==> src/rtl/fetch_pkg.sv <==
// Shared types and defaults for the instruction fetch stage.
package fetch_pkg;

  localparam int ADDR_W_DEFAULT = 32;
  localparam int DATA_W_DEFAULT = 32;

  localparam logic [ADDR_W_DEFAULT-1:0] RESET_PC_DEFAULT = '0;
  localparam logic [ADDR_W_DEFAULT-1:0] PC_STEP_DEFAULT  = 1;

  // One fetched instruction together with the address it came from.
  typedef struct packed {
    logic [ADDR_W_DEFAULT-1:0] pc;
    logic [DATA_W_DEFAULT-1:0] instr;
  } fetch_entry_t;

endpackage

==> src/rtl/fetch_buffer.sv <==
// Two-entry in-order buffer between the fetch PC and decode.
// Entry e0 is always the head; e1 only holds data when count is 2.
// When the buffer empties, e0 keeps its last contents so the head outputs
// hold their previous values instead of toggling.
module fetch_buffer
  import fetch_pkg::*;
(
  input  logic         clk,
  input  logic         rst_n,
  input  logic         push,
  input  logic         pop,
  input  logic         flush,
  input  fetch_entry_t din,
  output fetch_entry_t head,
  output logic [1:0]   count
);

  fetch_entry_t e0;
  fetch_entry_t e1;

  assign head = e0;

  // Entry storage and occupancy; flush wins over any push or pop.
  always_ff @(posedge clk or negedge rst_n) begin
    if (!rst_n) begin
      count <= 2'd0;
      e0    <= '0;
      e1    <= '0;
    end else if (flush) begin
      count <= 2'd0;
    end else begin
      case ({push, pop})
        2'b10: begin
          if (count == 2'd0) e0 <= din;
          else               e1 <= din;
          count <= count + 2'd1;
        end
        2'b01: begin
          if (count == 2'd2) e0 <= e1;
          count <= count - 2'd1;
        end
        2'b11: begin
          // Occupancy is unchanged; the new entry lands behind whatever remains.
          if (count == 2'd1) begin
            e0 <= din;
          end else begin
            e0 <= e1;
            e1 <= din;
          end
        end
        default: ;
      endcase
    end
  end

endmodule

==> src/rtl/instruction_fetch.sv <==
// Fetch stage: owns the PC, addresses instruction memory, and queues
// {pc, instr} pairs for decode.
//
// Handshake to decode: out_valid means the head entry is meaningful; a
// transfer happens on a rising edge where out_valid & out_ready are both 1.
// While out_valid=1 and out_ready=0 the head (out_pc/out_instr) is held
// stable. out_valid never depends combinationally on out_ready.
module instruction_fetch
  import fetch_pkg::*;
#(
  parameter int                ADDR_W   = ADDR_W_DEFAULT,
  parameter int                DATA_W   = DATA_W_DEFAULT,
  parameter logic [ADDR_W-1:0] RESET_PC = RESET_PC_DEFAULT,
  parameter logic [ADDR_W-1:0] PC_STEP  = PC_STEP_DEFAULT
) (
  input  logic              clk,
  input  logic              rst_n,
  output logic [ADDR_W-1:0] imem_addr,
  input  logic [DATA_W-1:0] imem_data,
  input  logic              fetch_en,
  input  logic              redirect_valid,
  input  logic [ADDR_W-1:0] redirect_pc,
  output logic              out_valid,
  output logic [DATA_W-1:0] out_instr,
  output logic [ADDR_W-1:0] out_pc,
  input  logic              out_ready
);

  logic [ADDR_W-1:0] pc;
  logic [1:0]        count;
  logic              deq;
  logic              enq;
  fetch_entry_t      push_entry;
  fetch_entry_t      head;

  // The memory address comes straight from the PC register so the memory
  // read path never sees a combinational input-to-output loop.
  assign imem_addr = pc;

  assign out_valid = (count != 2'd0);
  assign deq       = out_valid & out_ready;
  // A redirect suppresses the fetch so the stale-path word is never queued.
  assign enq       = fetch_en & ~redirect_valid & ((count < 2'd2) | deq);

  assign push_entry = '{pc: pc, instr: imem_data};
  assign out_pc     = head.pc;
  assign out_instr  = head.instr;

  // Program counter: redirect first, else advance on each enqueued fetch.
  always_ff @(posedge clk or negedge rst_n) begin
    if (!rst_n) begin
      pc <= RESET_PC;
    end else if (redirect_valid) begin
      pc <= redirect_pc;
    end else if (enq) begin
      pc <= pc + PC_STEP;
    end
  end

  fetch_buffer u_buffer (
    .clk   (clk),
    .rst_n (rst_n),
    .push  (enq),
    .pop   (deq),
    .flush (redirect_valid),
    .din   (push_entry),
    .head  (head),
    .count (count)
  );

endmodule

==> config.mk <==
export PLATFORM = sky130hd
export DESIGN_NAME = instruction_fetch
export DESIGN_NICKNAME = d
export VERILOG_FILES = /design/src/rtl/fetch_pkg.sv /design/src/rtl/fetch_buffer.sv /design/src/rtl/instruction_fetch.sv
export SDC_FILE = /design/constraint.sdc
export NUM_CORES = 1
export LEC_CHECK = 0
export ABC_AREA = 1
export BUFFER_PORTS_ARGS = -buffer_cell sky130_fd_sc_hd__buf_4
export CELL_PAD_IN_SITES_DETAIL_PLACEMENT = 0
export CELL_PAD_IN_SITES_GLOBAL_PLACEMENT = 2
export CORE_ASPECT_RATIO = 1.5
export CORE_MARGIN = 2
export CORE_UTILIZATION = 28
export CTS_CLUSTER_SIZE = 30
export DETAILED_ROUTE_END_ITERATION = 7
export GPL_TIMING_DRIVEN = 0
export PLACE_DENSITY_LB_ADDON = 0.1
export SLEW_MARGIN = 10
export SYNTH_ARGS = -nofsm -noshare
export SYNTH_HDL_FRONTEND = slang
export SYNTH_HIERARCHICAL = 1
export SYNTH_SLANG_ARGS = --single-unit
==> constraint.sdc <==
create_clock -name clk -period 1.9 [get_ports clk]
set_input_delay 0.19 -clock clk [delete_from_list [all_inputs] [get_ports clk]]
set_output_delay 0.19 -clock clk [all_outputs]
set_load 0.01 [all_outputs]
==> summary.txt, run 1 <==
Synthesis
  – Mapped Avg Cell Area: 7.14 um2
  – Mapped Nets: 1251
  – Synth cell types: 25
  – Synthesized area: 0.00840 mm2
  – Yosys warnings: 6
  – Post-Synthesis Cells: 1177
  – Sequential fraction of the synthesis area: 48.3%
  – Post-synthesis sequential element count: 162

Floorplan
  – Core region area: 0.0295 mm2
  – DIE AREA: 0.0314 mm2
  – Row cnt: 77
  – Die height: 216 um
  – Die W: 145 um
  – Starting density of the core: 28.5%
  – Num ports: 166

Route
  – Detail-routed net length per standard cell: 16.3 um
  – Via count: 8128
  – DRT Wirelength: 29800 um
  – Via density: 4.46
  – 1st-iter DRT viols: 403
  – Detailed Routing Iterations Pass 1: 5
  – Antenna viol nets, final: 0
  – DRC Markers: 0

Finish
  – Layout cell share with drive strength beyond 1: 20.0%
  – Final nets: 1490
  – Layout fillers: 3274
  – # diodes: 0
  – Layout area overhead: 37.2%
  – Utilization after layout: 39.1%
  – Most common cell after layout, fill and taps aside: nand2_1
  – Commonest non-fill, non-tap cells in the layout: nand2_1, buf_4, nand3_1, dfrtp_1, inv_1

Global route
  – Global-route wire length before repair: 46800 um
  – Total track usage: 19.3%
  – Largest net degree at the start of global routing: 87
  – Vias in the first global route: 8127
  – Initial antenna violation count: 0
  – Total congestion overflow: 0

Placed design
  – Pre-CTS setup slack: -0.863 ns
  – # port buffers: 165
  – GPL Wtd Cong: 0.809
  – Hpwl dp: 20900 um

STA
  – Final worst-path cycle share: 95.8%
  – Fmax: 0.549 GHz
  – # setup viols final: 0
  – Final Hold Fails: 0
  – Unrepaired setup endpoints after global routing: true
  – Final worst slack: 0.0800 ns
  – Hold_ws: 0.0272 ns
  – Slew HR: 56.9%
  – Fin crit period: 1.82 ns
  – Least-Margin Pin Slew: 0.646 ns
  – Setup TNS: 0 ns
  – Worst Clk Skew: 0.0103 ns
  – Slew Limit Fails: 0

Power and ir drop
  – Share of power burned in the clock network: 23.5%
  – Max IR drop VDD: 0.000726 V
  – NetSw: 5.82 mW
  – Sw Ratio: 37.3%
  – Leak Pwr: 6.17 nW
  – Comb power frac: 38.6%
  – Pwr Density: 1350 mW/mm2
  – Tot Pwr: 15.6 mW
  – Pint: 9.77 mW
  – Sequential power share: 37.9%

Setup path
  – Crit path kind: flop to flop
  – Critical Path End Type: flop
  – Startpoint Class: flop
  – Crit Path Max Fanout: 10
  – Critical path arrival: 2.20 ns
  – CP required: 2.28 ns

Worst hold path
  – Hold WC Path Type: input pin to flop

Clock network
  – Clk Latency, worst-skew pair: 0.45 ns
  – Clock Path Buffers: 2
  – CTS buffer count: 17
  – Clock sink total: 162
  – CTS tree: built
  – Clock transition at path regs: 0.06 ns
  – Htree depth: 4
  – Root buf cell: clkbuf_16

Job
  – Maxcap violations: 0

Status
  – Status: finished, final reports clean
[per-layer routing]
layer  up-vias  routed length, um  global-route usage (%)
met2       157              16000                    35.3
li1       4151                  -                       -
met4         0                397                    5.42
met3        20                903                    2.86
met5         -                  0                       0
met1      3800              12500                    23.5
[stage by stage]
step	area (um2)	cells
after detailed placement	10200	1738
final	11500	1821
after global placement	10100	1737
after CTS	11400	1818
after global routing	11500	1821
after floorplan	8400	1177
[worst paths after layout]
| kind | from | endpoint | slack, ns | cells past startpoint |
|---|---|---|---|---|
| min reg2reg | u_buffer/e1[27] | u_buffer/e1[27] | 0.47 | 2 |
| min in group asynchronous | rst_n | u_buffer/head[23] | 0.29 | 2 |
| max | u_buffer/count[1] | u_buffer/head[51] | 0.08 | 12 |
| max reg2reg | u_buffer/count[1] | u_buffer/head[51] | 0.08 | 12 |
| max in group asynchronous | rst_n | u_buffer/e1[51] | 0.73 | 3 |
| min | redirect_pc[10] | imem_addr[10] | 0.03 | 5 |
[area by class of cell]
class	instances	area [um2]	share of cell area, %
timing repair buffer	219	1800	15.6
buffer	60	434	3.77
clock inverter	6	130	1.13
tap	395	494	4.29
sequential	162	4050	35.2
multi-input combinational	895	3920	34.0
clock buffer	23	468	4.06
inverter	61	229	1.99
[logic make-up (layout without fill, tap and decap cells)]
| logic type | after synthesis | count (layout) | share of synthesized area, % |
|---|---|---|---|
| and+or+nand+nor | 850 | 851 | 41.7 |
| DFF | 162 | 162 | 48.3 |
| xor gates and xnor gates | 9 | 9 | 0.938 |
| adders and majority gates | 5 | 5 | 0.745 |
| AOI/OAI and AO/OA | 30 | 30 | 2.07 |
| buffers and inverters | 121 | 369 | 6.30 |
[flip-flops by register name, summed over array words and instances, names as in the netlist]
| signal | flops |
|---|---|
| imem_addr | 32 |
| u_buffer/count | 2 |
| u_buffer/e1 | 64 |
| u_buffer/head | 64 |
[worst max-delay path, stage by stage, from the launching register on]
cell     delay, ns
dfrtp_1       0.40
nand2_2       0.13
nand2_4       0.08
nor2_4        0.13
buf_12        0.15
inv_2         0.07
nand3_4       0.10
nand2_1       0.10
nor2_4        0.14
buf_12        0.13
buf_4         0.15
nand2_1       0.09
nand2_1       0.06
[cells in the mapped netlist]
master	count	area share, %
nand2_4	1	0.13
ha_1	5	0.74
nand3_2	1	0.12
nand3_1	177	11
nand2_2	5	0.37
xnor2_1	5	0.52
a21oi_1	3	0.18
o21bai_1	4	0.36
xor2_1	4	0.42
nor2_1	37	1.7
inv_2	3	0.13
o21ai_2	1	0.10
dfrtp_1	162	48
o21ai_0	18	1.1
clkbuf_1	12	0.54
buf_4	7	0.63
buf_1	2	0.089
o311ai_1	1	0.10
a31oi_1	1	0.075
nand2_1	617	28
buf_2	39	2.3
inv_1	58	2.6
o211ai_1	2	0.18
nor2_2	5	0.37
nor2_4	7	0.94
[power by group through the flow]
stage                     Clock (mW)  Combinational (mW)  Sequential [mW]
after floorplan                    0                2.87             6.08
after global placement             0                5.65             5.97
after detailed placement           0                5.69             5.99
after CTS                       3.79                6.05             5.94
after global routing            3.92                6.77             6.13
final                           3.67                6.02             5.91
[repair_timing]
item                                    CTS  global route
hold buffers                             44             0
endpoints found under the setup margin  130           121
cloned                                    0             1
resized for setup                        48            26
setup buffers                             7             2
pin swaps                                 3             4
endpoints found under the hold margin   119             0
(Power assumes the default switching activity.)
==> inputs of run 2 (changes only) <==
--- a/config.mk
+++ b/config.mk
@@ -12,10 +12,11 @@
 export CORE_ASPECT_RATIO = 1.5
 export CORE_MARGIN = 2
 export CORE_UTILIZATION = 28
+export CTS_BUF_LIST = sky130_fd_sc_hd__clkbuf_16
 export CTS_CLUSTER_SIZE = 30
 export DETAILED_ROUTE_END_ITERATION = 7
 export GPL_TIMING_DRIVEN = 0
-export PLACE_DENSITY_LB_ADDON = 0.1
+export PLACE_DENSITY = 0.81
 export SLEW_MARGIN = 10
 export SYNTH_ARGS = -nofsm -noshare
 export SYNTH_HDL_FRONTEND = slang
==> run 2 against run 1 <==
Compared with the run above:
- via count about the same
- core utilization up 0.22 points
- clock-buffer cell count down 6
- combinational power about the same
- die area unchanged
- sequential share of layout area down 0.20 points
- critical endpoint is now u_buffer/e1[22]
==> summary.txt, run 2 (synthesis results as in run 1) <==
Power and ir drop
  – NetSw: 5.81 mW (-0.23%)
  – Leak Pwr: 6.23 nW (+0.91%)
  – Sw Ratio: 37.4% (+0.10 points)
  – Comb power frac: 38.8% (+0.2 points)
  – Pint: 9.71 mW (-0.67%)
  – Pwr Density: 1340 mW/mm2 (-1.1%)
  – Share of power burned in the clock network: 23.2% (-0.3 points)
  – Sequential power share: 37.9% (about the same)
  – Max IR drop VDD: 0.000703 V (-3.2%)

Global route
  – Initial antenna violation count: 0 (unchanged)
  – Total congestion overflow: 0 (unchanged)
  – Largest net degree at the start of global routing: 88 (+1.1%)
  – Vias in the first global route: 8214 (+1.1%)
  – Total track usage: 18.6% (-0.69 points)
  – Global-route wire length before repair: 45600 um (-2.6%)

Route
  – Antenna viol nets, final: 0 (unchanged)
  – Via density: 4.44 (-0.45%)
  – Via count: 8136 (+0.098%)
  – 1st-iter DRT viols: 481 (+19%)
  – Detail-routed net length per standard cell: 15.6 um (-4.8%)
  – DRT Wirelength: 28500 um (-4.3%)
  – Detailed Routing Iterations Pass 1: 7 (+2)
  – DRC Markers: 0 (unchanged)

Setup path
  – Crit path kind: flop to flop
  – Critical Path End Type: flop
  – Crit Path Max Fanout: 10 (unchanged)
  – CP required: 2.23 ns (-0.05 ns)
  – Critical path arrival: 2.14 ns (-0.06 ns)
  – Number of cells on the worst reg-to-reg path: 11 (-1)
  – Startpoint Class: flop

STA
  – Fin crit period: 1.80 ns (-0.0177 ns)
  – Hold_ws: 0.0303 ns (+0.00302 ns)
  – Slew Limit Fails: 0 (unchanged)
  – Fmax: 0.555 GHz (+0.98%)
  – Final worst slack: 0.0976 ns (+0.0177 ns)
  – Worst Clk Skew: 0.00857 ns (-0.00171 ns)
  – Slew HR: 54.4% (-2.5 points)
  – Least-Margin Pin Slew: 0.684 ns (+0.0380 ns)
  – # setup viols final: 0 (unchanged)
  – Final worst-path cycle share: 94.9% (-0.93 points)
  – Final Hold Fails: 0 (unchanged)
  – Unrepaired setup endpoints after global routing: true

Clock network
  – Clock Path Buffers: 2 (unchanged)
  – CTS buffer count: 17 (unchanged)
  – Root buf cell: clkbuf_16
  – CTS tree: built
  – Clk Latency, worst-skew pair: 0.45 ns (about the same)
  – Clock transition at path regs: 0.06 ns (about the same)
  – Htree depth: 4 (unchanged)
  – Clock sink total: 162 (unchanged)

Placed design
  – GPL Wtd Cong: 0.779 (-3.7%)
  – Placed insts: 1738 (unchanged)
  – Post-DP Area: 0.0102 mm2 (unchanged)
  – Pre-CTS setup slack: -0.826 ns (+0.0369 ns)
  – Hpwl dp: 20500 um (-1.9%)
  – # port buffers: 165 (unchanged)

Floorplan
  – Core region area: 0.0295 mm2 (unchanged)
  – DIE AREA: 0.0314 mm2 (unchanged)
  – Die W: 145 um (unchanged)
  – Die height: 216 um (unchanged)
  – Starting density of the core: 28.5% (unchanged)
  – Num ports: 166 (unchanged)
  – Row cnt: 77 (unchanged)

Finish
  – Post-route cell area: 0.0116 mm2 (+0.56%)
  – # diodes: 0 (unchanged)
  – Post-Layout Cell Count: 1831 (+0.55%)
  – Layout cell share with drive strength beyond 1: 20.4% (+0.42 points)
  – Commonest non-fill, non-tap cells in the layout: nand2_1, buf_4, nand3_1, dfrtp_1, inv_1
  – Utilization after layout: 39.3% (+0.22 points)
  – Layout fillers: 3227 (-1.4%)
  – Most common cell after layout, fill and taps aside: nand2_1
  – Final nets: 1498 (+0.54%)
  – Layout area overhead: 38.0%

Worst hold path
  – Worst hold path stage count: 5 (unchanged)
  – Hold WC Path Type: input pin to flop

Status
  – Status: finished, final reports clean

Job
  – Maxcap violations: 0 (unchanged)
-- run 2: final cells by class --
class	count	area [um2]	share of cell area (%)
clock buffers	17	425	3.67
multi-input cells	894	3890	33.5
flip-flops and latches	162	4050	35.0
repair buffers	229	1900	16.4
inverters	61	229	1.98
clock inverters	14	174	1.50
well taps	395	494	4.26
plain buffers	59	429	3.70
-- run 2: repair_timing --
action	in CTS	in global routing
gates cloned	0	2
resized for setup	42	34
endpoints found under the setup margin	130	123
hold endpoints to repair	120	0
pin swaps	3	5
buffers inserted	9	6
hold buffers	46	0
-- run 2: metrics by stage --
| stage | total power [mW] | setup TNS, ns |
|---|---|---|
| 5_1_grt | 16.7 | -0.263 |
| 2_1_floorplan | 8.95 | 0 |
| 4_1_cts | 15.7 | 0 |
| 3_5_place_dp | 11.6 | -96.09 |
| 3_3_place_gp | 11.5 | -161.62 |
| 6_report | 15.5 | 0 |
-- run 2: power groups by stage --
| stage | Clock (mW) | Sequential (mW) | Combinational (mW) |
|---|---|---|---|
| finish | 3.61 | 5.89 | 6.02 |
| floorplan | 0 | 6.08 | 2.87 |
| global route | 3.86 | 6.09 | 6.79 |
| CTS | 3.73 | 5.90 | 6.03 |
| detailed placement | 0 | 5.95 | 5.68 |
| global placement | 0 | 5.93 | 5.61 |
-- run 2: worst paths after layout --
path,start,slack (ns),end
max reg2reg,u_buffer/count[1],0.1,u_buffer/e1[22]
min reg2reg,u_buffer/e1[39],0.47,u_buffer/e1[39]
min,redirect_pc[11],0.03,imem_addr[11]
min in group asynchronous,rst_n,0.33,imem_addr[5]
max,u_buffer/count[1],0.1,u_buffer/e1[22]
max in group asynchronous,rst_n,0.71,u_buffer/head[56]
-- run 2: critical path, stage by stage, from the launching register on --
cell and delay, ns:
dfrtp_1 0.42, nand2_2 0.11, nand2_2 0.09, nor2_4 0.15, buf_12 0.15, nand2_8 0.09, nand2_8 0.11, o21ai_2 0.09
buf_6 0.17, buf_4 0.18, nand3_1 0.07, nand2_1 0.06
-- run 2: per-layer routing --
layer / vias to the layer above / share of wire [%] / GRT usage, %
met5: - / 0 / 0
met2: 168 / 55 / 35.3
met4: 0 / 1.6 / 5.20
met3: 22 / 3.8 / 4.04
met1: 3773 / 39 / 20.8
li1: 4173 / - / -
==> inputs of run 3 (changes only) <==
--- a/config.mk
+++ b/config.mk
@@ -5,18 +5,18 @@
 export SDC_FILE = /design/constraint.sdc
 export NUM_CORES = 1
 export LEC_CHECK = 0
-export ABC_AREA = 1
+export ABC_AREA = 0
 export BUFFER_PORTS_ARGS = -buffer_cell sky130_fd_sc_hd__buf_4
 export CELL_PAD_IN_SITES_DETAIL_PLACEMENT = 0
 export CELL_PAD_IN_SITES_GLOBAL_PLACEMENT = 2
 export CORE_ASPECT_RATIO = 1.5
 export CORE_MARGIN = 2
-export CORE_UTILIZATION = 28
+export CORE_UTILIZATION = 34
 export CTS_BUF_LIST = sky130_fd_sc_hd__clkbuf_16
 export CTS_CLUSTER_SIZE = 30
 export DETAILED_ROUTE_END_ITERATION = 7
 export GPL_TIMING_DRIVEN = 0
-export PLACE_DENSITY = 0.81
+export PLACE_DENSITY = 0.8
 export SLEW_MARGIN = 10
 export SYNTH_ARGS = -nofsm -noshare
 export SYNTH_HDL_FRONTEND = slang
==> run 3 against run 2 <==
Compared with the run above:
- the run now ends with setup timing left
- sequential share of layout area increased by 0.17 points
- flip-flop and latch count unchanged
- synthesized area decreased by 3.6%
- wire length decreased by 26%
- core utilization increased by 9.7 points
- final cell count decreased by 36%
- fmax decreased by 11%
- sequential power decreased by 1%
- critical endpoint is now u_buffer/head[50]
- largest power group unchanged
==> summary.txt, run 3 <==
Worst hold path
  – Worst hold path stage count: 3 (-2)
  – Hold EP: imem_addr[2]
  – HP Start: redirect_pc[2]
  – Hold WC Path Type: input pin to flop

Setup path
  – R2R Setup Slk: -0.12 ns (-0.22 ns)
  – Crit-path slowest cell: dfrtp_2
  – Cell family contributing the most delay on the critical path: multiplexers
  – Most used cell along the critical path: mux2_4
  – Crit path kind: flop to flop
  – R2R Path End: u_buffer/head[50]
  – Crit Path Max Fanout: 6 (-4)
  – Startpoint Class: flop
  – Slowest cell delay on critical path: 0.44 ns (+0.02 ns)
  – Worst path bufs/invs: 2 (-1)
  – Critical Path End Type: flop
  – Critical path arrival: 2.33 ns (+0.19 ns)
  – CP required: 2.21 ns (-0.02 ns)
  – CP cell instances: or2_4 > and2_4 > a21boi_4 > buf_8 > clkbuf_16 > mux2_4 > mux2_4
  – R2R Path Start: u_buffer/count[1]
  – Number of cells on the worst reg-to-reg path: 7 (-4)

Floorplan
  – DIE AREA: 0.0251 mm2 (-20%)
  – Die height: 193 um (-11%)
  – Num ports: 166 (unchanged)
  – Starting density of the core: 34.4% (+5.9 points)
  – Core region area: 0.0236 mm2 (-20%)
  – Die W: 130 um (-11%)
  – Row cnt: 69 (-10%)

STA
  – Final Hold Fails: 0 (unchanged)
  – # setup viols final: 100 (+100)
  – Unrepaired setup endpoints after global routing: true
  – Final worst-path cycle share: 106% (+11 points)
  – Fmax: 0.495 GHz (-11%)
  – Least-Margin Pin Slew: 0.740 ns (+0.0560 ns)
  – Fin crit period: 2.02 ns (+0.216 ns)
  – Hold_ws: 0.00946 ns (-0.0208 ns)
  – Worst Clk Skew: 0.0104 ns (+0.00185 ns)
  – Slew HR: 50.7% (-3.7 points)
  – Slew Limit Fails: 0 (unchanged)
  – Final worst slack: -0.119 ns (-0.216 ns)

Global route
  – Total track usage: 17.0% (-1.6 points)
  – Initial antenna violation count: 0 (unchanged)
  – Total congestion overflow: 0 (unchanged)
  – Global-route wire length before repair: 32700 um (-28%)
  – Largest net degree at the start of global routing: 94 (+6.8%)
  – Vias in the first global route: 6104 (-26%)

Placed design
  – GPL Wtd Cong: 0.797 (+2.3%)
  – Pre-CTS setup slack: -0.580 ns (+0.246 ns)
  – Placed insts: 1061 (-39%)
  – # port buffers: 165 (unchanged)
  – Hpwl dp: 14500 um (-29%)

Synthesis
  – Synth top area cells: dfrtp_1, mux2_2, mux2_4
  – Post-Synthesis Cells: 576 (-51%)
  – Top_reg_cell synth: dfrtp_1
  – Area leader, netlist: dfrtp_1
  – Mapped Nets: 650 (-48%)
  – Post-synth EDFFs: 0 (unchanged)
  – Synth cell count leaders: dfrtp_1, mux2_2, mux2_4
  – Yosys warnings: 6 (unchanged)
  – Post-synthesis sequential element count: 162 (unchanged)
  – Mapped Avg Cell Area: 14.1 um2 (+97%)
  – Share of the synthesized area in the top cell type: 50.1% (+1.8 points)
  – Synth cell types: 38 (+52%)
  – Post-synthesis async set-or-reset flop share: 100% (unchanged)
  – Synthesized area: 0.00810 mm2 (-3.6%)
  – Most common cell in the netlist: dfrtp_1
  – Sequential fraction of the synthesis area: 50.1% (+1.8 points)

Finish
  – Layout area overhead: 42.7%
  – # diodes: 0 (unchanged)
  – Layout cell share with drive strength beyond 1: 54.1% (+34 points)
  – Utilization after layout: 49.0% (+9.7 points)
  – Most common cell after layout, fill and taps aside: buf_4
  – Post-Layout Cell Count: 1177 (-36%)
  – Final nets: 919 (-39%)
  – Layout fillers: 2113 (-35%)
  – Commonest non-fill, non-tap cells in the layout: buf_4, dfrtp_1, mux2_4, mux2_2, dlygate4sd3_1

Status
  – Failing checks: setup timing
  – Status: complete, but fails checks

Clock network
  – Clock Path Buffers: 2 (unchanged)
  – Clock sink total: 162 (unchanged)
  – Clock transition at path regs: 0.06 ns (about the same)
  – Htree depth: 4 (unchanged)
  – Clk Latency, worst-skew pair: 0.43 ns (-0.02 ns)
  – Root buf cell: clkbuf_16
  – CTS buffer count: 17 (unchanged)
  – CTS tree: built

Route
  – DRT Wirelength: 21100 um (-26%)
  – DRC Markers: 0 (unchanged)
  – Antenna viol nets, final: 0 (unchanged)
  – Detail-routed net length per standard cell: 17.9 um (+15%)
  – Detailed Routing Iterations Pass 1: 4 (-3)
  – 1st-iter DRT viols: 135 (-72%)
  – Via density: 4.69 (+5.6%)
  – Via count: 5523 (-32%)

Power and ir drop
  – Leak Pwr: 5.36 nW (-14%)
  – Pwr Density: 1360 mW/mm2 (+1.9%)
  – Max IR drop VDD: 0.000646 V (-8.2%)
  – Tot Pwr: 15.8 mW (+1.6%)

Job
  – Maxcap violations: 0 (unchanged)
==> run 3: worst max-delay path by stage <==
stage | from | to | slack (ns) | depth (start not counted)
finish | u_buffer/count[1] | u_buffer/head[50] | -0.12 | 7
floorplan | u_buffer/count[1] | u_buffer/head[40] | -0.05 | 7
global placement | redirect_valid | u_buffer/head[46] | -0.58 | 9
global route | u_buffer/count[1] | u_buffer/head[47] | -0.15 | 7
CTS | u_buffer/count[1] | u_buffer/head[12] | -0.05 | 8
detailed placement | redirect_valid | u_buffer/head[43] | -0.58 | 9
==> run 3: final cells by class <==
cell class	instances	area, um2	area share, %
Sequential cell	162	4060	35.1
Multi-Input combinational cell	377	3920	34.0
Timing Repair Buffer	252	2180	18.9
Clock buffer	17	425	3.68
Buffer	29	415	3.59
Tap cell	319	399	3.45
Clock inverter	15	126	1.09
Inverter	6	22.5	0.195
==> run 3: cell families (layout without fill, tap and decap cells) <==
logic type	count (synthesis)	in the layout	share of synthesized area, %
AO/OA/AOI/OAI	37	37	2.86
XOR/XNOR	33	33	3.57
adder cells (fa/ha/maj)	5	5	0.772
buffers and inverters	37	319	4.50
flip-flops	162	162	50.1
multiplexers	194	194	30.5
AND/OR/NAND/NOR	108	108	7.79
==> run 3: report_power, final <==
group          internal [mW]  switching [mW]  total, mW
logic                   4.32            2.31       6.63
clock network           1.89            1.42       3.31
registers               4.89           0.930       5.82
total                   11.1            4.66       15.8
==> run 3: timing repair <==
action,CTS,global route
hold buffers,64,0
setup buffers,16,3
endpoints found under the hold margin,156,0
gates cloned,1,2
resized for setup,45,41
endpoints found under the setup margin,128,138
pin swaps,5,3
==> run 3: through the flow <==
| step | setup TNS, ns | cell area (um2) |
|---|---|---|
| global placement | -86.78 | 9790 |
| CTS | -1.60 | 11300 |
| finish | -4.58 | 11600 |
| detailed placement | -46.52 | 9830 |
| floorplan | -2.77 | 8150 |
| global route | -11.04 | 11600 |
==> run 3: layer usage <==
metal	vias to the layer above	global-route usage [%]	routed length, um
li1	2583	-	-
met1	2784	20.3	8790
met2	130	29.4	11000
met3	26	4.28	887
met4	0	6.37	456
met5	-	0	0
==> run 3: worst reg2reg max path, stage by stage, from the launching register on <==
cell and delay, ns:
dfrtp_2 0.44, or2_4 0.26, and2_4 0.16, a21boi_4 0.16, buf_8 0.15, clkbuf_16 0.18
mux2_4 0.30, mux2_4 0.26
